$ cat config.mk
export PLATFORM = sky130hd
export DESIGN_NAME = cycle_timing_gen
export DESIGN_NICKNAME = d
export VERILOG_FILES = /design/src/rtl/i4001_timing_pkg.sv /design/src/rtl/cycle_timing_gen_rise_detect.sv /design/src/rtl/cycle_timing_gen.sv
export SDC_FILE = /design/constraint.sdc
export NUM_CORES = 1
export LEC_CHECK = 0
export CAP_MARGIN = 20
export CORE_MARGIN = 2
export CORE_UTILIZATION = 25
export CTS_BUF_LIST = sky130_fd_sc_hd__clkbuf_4 sky130_fd_sc_hd__clkbuf_8
export CTS_CLUSTER_SIZE = 10
export DETAILED_ROUTE_END_ITERATION = 10
export DONT_BUFFER_PORTS = 1
export GPL_TIMING_DRIVEN = 0
export PLACE_DENSITY = 0.51
export SYNTH_ARGS = -nofsm -noshare
export SYNTH_HDL_FRONTEND = slang
export SYNTH_SLANG_ARGS = --single-unit
export TNS_END_PERCENT = 10
$ cat constraint.sdc
create_clock -name clk_i -period 1.37 [get_ports clk_i]
set_clock_uncertainty 0.15 [all_clocks]
set_input_delay 0.2055 -clock clk_i [delete_from_list [all_inputs] [get_ports clk_i]]
set_output_delay 0.2055 -clock clk_i [all_outputs]
set_load 0.02 [all_outputs]
$ cat src/rtl/i4001_timing_pkg.sv
// rtl/i4001_timing_pkg.sv - shared i4001/i4004 machine-state and sub-phase encodings
package i4001_timing_pkg;

  localparam int NUM_STATES = 8;
  localparam int SUB_W      = 2;

  typedef enum logic [2:0] {
    ST_A1 = 3'd0,
    ST_A2 = 3'd1,
    ST_A3 = 3'd2,
    ST_M1 = 3'd3,
    ST_M2 = 3'd4,
    ST_X1 = 3'd5,
    ST_X2 = 3'd6,
    ST_X3 = 3'd7
  } state_e;

  localparam logic [SUB_W-1:0] SUB_PHI1 = 2'd0;
  localparam logic [SUB_W-1:0] SUB_GAP1 = 2'd1;
  localparam logic [SUB_W-1:0] SUB_PHI2 = 2'd2;
  localparam logic [SUB_W-1:0] SUB_GAP2 = 2'd3;

endpackage

$ cat src/rtl/cycle_timing_gen_rise_detect.sv
// rtl/cycle_timing_gen_rise_detect.sv - single-cycle rising-edge detector with configurable reset history
module rise_detect #(
  parameter logic RESET_VAL = 1'b1
) (
  input  logic clk_i,
  input  logic rst_ni,
  input  logic d_i,
  output logic rise_o
);

  logic q_q;

  // Keep the previous sample; a reset value of 1 stops a level already high at release from counting
  always_ff @(posedge clk_i or negedge rst_ni) begin
    if (!rst_ni) q_q <= RESET_VAL;
    else         q_q <= d_i;
  end

  assign rise_o = d_i & ~q_q;

endmodule

$ cat src/rtl/cycle_timing_gen.sv
// rtl/cycle_timing_gen.sv - 8-state instruction-cycle timing from TICK_IN rises; CYCLE_TIMING_GEN_STEP_EN adds single-step
module cycle_timing_gen import i4001_timing_pkg::*; (
  input  logic       clk_i,
  input  logic       rst_ni,
  input  logic       tick_i,
  output logic       phi1_o,
  output logic       phi2_o,
  output logic       sync_o,
  output logic [2:0] state_o,
  output logic       cyc_start_o
`ifdef CYCLE_TIMING_GEN_STEP_EN
  ,
  input  logic       step_mode_i,
  input  logic       step_req_i
`endif
);

  logic             tick;
  logic             at_end;
  logic             stall;
  logic             advance;
  logic [SUB_W-1:0] sub_q, sub_d;
  state_e           state_q, state_d;
  logic             phi1_q, phi2_q, sync_q, cyc_start_q;

  rise_detect #(.RESET_VAL(1'b1)) u_tick_rise (
    .clk_i  (clk_i),
    .rst_ni (rst_ni),
    .d_i    (tick_i),
    .rise_o (tick)
  );

  assign at_end = (state_q == ST_X3) && (sub_q == SUB_GAP2);

`ifdef CYCLE_TIMING_GEN_STEP_EN
  logic req_rise;
  logic token_q, token_d;
  logic consume;

  rise_detect #(.RESET_VAL(1'b1)) u_req_rise (
    .clk_i  (clk_i),
    .rst_ni (rst_ni),
    .d_i    (step_req_i),
    .rise_o (req_rise)
  );

  // In step mode the cycle boundary is gated by a pending request token
  assign stall   = step_mode_i & at_end & ~token_q;
  assign consume = tick & step_mode_i & at_end & token_q;

  // A new request on the consuming edge re-arms the token for the next cycle
  always_comb begin
    token_d = token_q;
    if (consume)  token_d = 1'b0;
    if (req_rise) token_d = 1'b1;
  end

  // Token register
  always_ff @(posedge clk_i or negedge rst_ni) begin
    if (!rst_ni) token_q <= 1'b0;
    else         token_q <= token_d;
  end
`else
  assign stall = 1'b0;
`endif

  assign advance = tick & ~stall;

  // Next sub-phase / state; the state moves on when the last sub-phase is left
  always_comb begin
    sub_d   = sub_q + 2'd1;
    state_d = state_q;
    if (sub_q == SUB_GAP2) state_d = state_e'(state_q + 3'd1);
  end

  // Step the counters and register the decoded levels from the next-state values
  always_ff @(posedge clk_i or negedge rst_ni) begin
    if (!rst_ni) begin
      sub_q       <= SUB_GAP2;
      state_q     <= ST_X3;
      phi1_q      <= 1'b0;
      phi2_q      <= 1'b0;
      sync_q      <= 1'b0;
      cyc_start_q <= 1'b0;
    end else begin
      cyc_start_q <= 1'b0;
      if (advance) begin
        sub_q       <= sub_d;
        state_q     <= state_d;
        phi1_q      <= (sub_d == SUB_PHI1);
        phi2_q      <= (sub_d == SUB_PHI2);
        sync_q      <= (state_d == ST_X3);
        cyc_start_q <= (state_d == ST_A1) && (sub_d == SUB_PHI1);
      end
    end
  end

  assign phi1_o      = phi1_q;
  assign phi2_o      = phi2_q;
  assign sync_o      = sync_q;
  assign state_o     = state_q;
  assign cyc_start_o = cyc_start_q;

endmodule

Word-level counts from Yosys, hierarchy flattened
Cells that the tools add are included.
- flip-flop bits (word level): 10
- latch bits: 0
- RAM bits: 0
- ROM bits: 0
- input bits: 3
- output and inout port bits: 7
- word-level logic and storage cells: 19
- memories kept: 0
- add/sub/neg operators: 2
- multipliers: 0
- divide/modulo/power cells: 0
- order comparisons: 0
- equality and inequality tests: 3
- shift-type cells: 0
- mux-type cells: 2
- bitwise operators: 2
- reductions and logical operators: 3
- operators by type and width (operator ; number):
    $eq A2 B2 Y1 const B ; 2
    $add A3 B1 Y3 const B ; 1
    $eq A3 B3 Y1 const B ; 1
    $logic_not A3 Y1 ; 1
    $mux W3 ; 1
    $add A2 B1 Y2 const B ; 1
    $logic_not A2 Y1 ; 1
    $and A1 B1 Y1 ; 1
    $logic_and A1 B1 Y1 ; 1
    $mux W1 ; 1
    $not A1 Y1 ; 1

Logic depth before layout (Yosys ltp)
- depth after elaboration: 5
- mapped depth: 4

Modules after synthesis
A second synthesis with hierarchy kept.
- cells, all modules: 34
- area total of the unflattened synthesis: 461.7 µm²
- modules (own cells, without submodules) (module ; times used ; cells each ; area an instance (µm²)):
    cycle_timing_gen ; 1 ; 32 ; 421.7
    rise_detect ; 1 ; 2 ; 40.0

Worst setup path before layout
OpenSTA, ideal clock, no wires.
- kind: flip-flop to flip-flop
- start: register state_q[0], in the netlist state_o[0]
- end: register sync_q, in the netlist sync_o
- arrival: 1.221 ns
- data required time: 1.138 ns
- slack: -0.083 ns
- stages on the path, launching flop included: 5
- period minus slack after synthesis: 1.453 ns
- path through: dfstp_2 > ha_1 > xor2_1 > nand4_1 > a31oi_1
- word-level cells in the longest chain between the ends: 3
- ends and longest elaborated chain (what ; RTL line ; RTL):
    start, declared ; cycle_timing_gen.sv:23 ; state_e state_q, state_d;
    start signal, assigned ; cycle_timing_gen.sv:89 ; state_q <= state_d;
    $add A3 B1 Y3 ; cycle_timing_gen.sv:73 ; if (sub_q == SUB_GAP2) state_d = state_e'(state_q + 3'd1);
    $mux W3 * ; cycle_timing_gen.sv:73 ;
    $eq A3 B3 Y1 * ; cycle_timing_gen.sv:92 ; sync_q <= (state_d == ST_X3);
    end signal, assigned ; cycle_timing_gen.sv:92 ;
    end, declared ; cycle_timing_gen.sv:24 ; logic phi1_q, phi2_q, sync_q, cyc_start_q;
Mark *: on every way between the ends. The rest lies on a longest branch, timed or not.
A chain may end at the register's enable or synchronous reset.

Worst setup path after layout
Ends and elaborated chain as after synthesis.

==> run metrics <==
gr usage total=8.333%; first-pass GRT wire length=1200 µm; delay-heaviest family, CP=flip-flops; nets=slightly below 50; Routed WL=755 µm; clock sinks=10; WP buf/inv=0; I/O pin total=10; GP Congestion=0.7434; hold endpoint=sub_q[0]; Tcrit/Tclk final=108.8%; Synth Instances=36; synth top area cells=dfstp_2 (35%), dfrtp_1 (22%), ha_1 (8.4%), xnor2_1 (5.9%), nand2_1 (5.0%); final setup vio count=3; Slew HR=69.63%; yosys warns=0; vias in the first global route=285; Simple-Gate Fraction of Synth Area=about a fifth; DIE AREA=0.002146 mm²; Setup WS post-layout=-0.1210 ns; crit path from=state_o[0]; GRT Residual Overflow=0; WHS Path Cells=2; Slew @ Worst Pin=0.4541 ns; Syn Area/Cell=12.44 µm²; DRC violations left=0; CP Cell Sequence=ha_4 -> xor2_2 -> nand4_1 -> a31oi_1; Max Cap Viol=0; sequential share of the synthesized area=57.54%; H-tree lvl count=1; average wire per standard cell=11.27 µm; critical path class=reg2reg; crit path max fanout=5; Detail Route Antenna Nets=0; worst reg2reg path endpoint=sync_o; port bufs=0; Synth Area in Compound Gates=2.514%; initial antenna violation count=0; Most used DFF post-synth=dfstp_2; Clk pin slew, worst setup/hold paths=0.07 ns; adder and majority gate portion of the synthesized area=under 10%; Die X=46.33 µm; share of cells above drive strength 1=38.10%; post-synth top area cell=dfstp_2; Post-Syn Area=447.9 µm²; synth unique cells=18; R2R Path Start=state_o[0]; f_max=670.7 MHz; Num CTS Buffers=3; CP arrival=~1.5 ns; Post-CTS Setup Bufs=0; die height=46.33 µm; Power Total=1.277 mW; Area growth syn-to-layout=26.82%; setup TNS=-0.1772 ns; main combinational cell family by area after synthesis=simple AND/OR/NAND/NOR gates; hold_sp=tick_i; Post-Place Cell Area=491.7 µm²; RSZ-0062 raised after global routing=true; hpwl dp=~540 µm; CP startpoint kind=flip-flop; vias per cell=4.045; Setup WS pre-CTS=-0.1170 ns; Starting Density=26.23%; dpl cells=61; crit path max-delay cell type=dfstp_2; flop2flop setup slack=-0.12 ns; pwr dens=between 2000 and 2500 mW/mm²; share of the synthesized area in the top cell type=a little over a third; hold crit path type=in2reg; slowest stage delay, CP=~0.66 ns; drt first-iter violations=1; largest net degree at the start of global routing=11; post-synthesis async set-or-reset flop share=100.0%; # rows=15; flops & latches, synth=10; run status=complete, but fails checks; EDFF count, synth=0; peak supply drop=0.5097 mV; Post-synth top cells=dfstp_2 (6), nand2_1 (6), dfrtp_1 (4); core area=between 0.0015 and 0.002 mm²; final hold viol count=0; mux cell area share after synthesis=between 3 and 4%; buffer depth of the longest clock path=2; Lkg Pwr=0.2465 nW; Synth Area in XOR/XNOR=7.821%; CTS Root Cell=clkbuf_4; # diodes=0; DRT Pass-1 Iters=2; CP required=1.41 ns; post-route minimum period=1.491 ns; latest clock arrival within the worst-skew pair=0.26 ns; final std cells w/o fill=67; Net Count, Synth=42; CTS tree=yes; design area=568.0 µm²; total vias in the final route=271; failing checks=setup timing; depth of the most critical reg-to-reg path=4; CP Capture Type=flip-flop; final slew viol count=0
through the flow:
step	util (%)	hold WS, ns
after floorplan	-	-0.2401
after global placement	28.79	-0.2399
after detailed placement	28.79	-0.2399
after CTS	32.67	0.02410
after global routing	33.26	0.04693
final	33.26	0.03007
sequential cells by signal (all words and copies together) (netlist names):
register         cells
sync_o               1
phi1_o               1
sub_q                2
u_tick_rise.q_q      1
cyc_start_o          1
phi2_o               1
state_o              3
cell type report:
| type | count | area (µm²) |
|---|---|---|
| inverters | 2 | 7.507 |
| well taps | 25 | 31.28 |
| multi-input cells | 24 | 215.2 |
| clock buffers | 4 | 36.28 |
| flip-flops and latches | 10 | 257.7 |
| repair buffers | 2 | 20.02 |
| fillers | 170 | 1140 |
placed cells by master (no fill, tap or decap), drive strengths merged, types with 2 or more instances in the layout:
master and n:
xnor2 3, dlygate4sd3 2, dfrtp 4, clkbuf 4
dfstp 6, ha 3, nand2 7, inv 2
metal layers:
| layer | vias up | global-route usage (%) | wire (µm) |
|---|---|---|---|
| met5 | - | 0 | 0 |
| li1 | 135 | - | - |
| met4 | 0 | 6.857 | 0 |
| met1 | 130 | 9.220 | 337 |
| met3 | 0 | 3.529 | 31 |
| met2 | 6 | 12.22 | 386 |
where the power goes:
part | switching (mW) | internal, mW | total (mW)
clock | 0.104 | 0.161 | 0.265
sequential | 0.225 | 0.454 | 0.679
combinational | 0.142 | 0.191 | 0.333
total | 0.471 | 0.806 | 1.28
timing repair:
action | 4_1_cts | 5_1_grt
hold buffers | 2 | 0
resized for setup | 2 | 1
setup endpoints to repair | 3 | 3
hold endpoints to repair | 11 | 0
logic make-up (layout without fill, tap and decap cells):
kind of cell / Yosys count / after routing
AO/OA/AOI/OAI: 2 / 2
flip-flops: 10 / 10
buffers and inverters: 2 / 8
AND/OR/NAND/NOR: 14 / 14
multiplexers: 1 / 1
XOR/XNOR: 4 / 4
adder cells (fa/ha/maj): 3 / 3
how the worst max path moves through the flow:
stage	depth (start not counted)	to
after floorplan	4	sync_o
after global placement	4	sync_o
after detailed placement	4	sync_o
after CTS	4	sync_o
after global routing	4	sync_o
final	4	sync_o
Note: power is estimated with default switching activity, not from simulation.
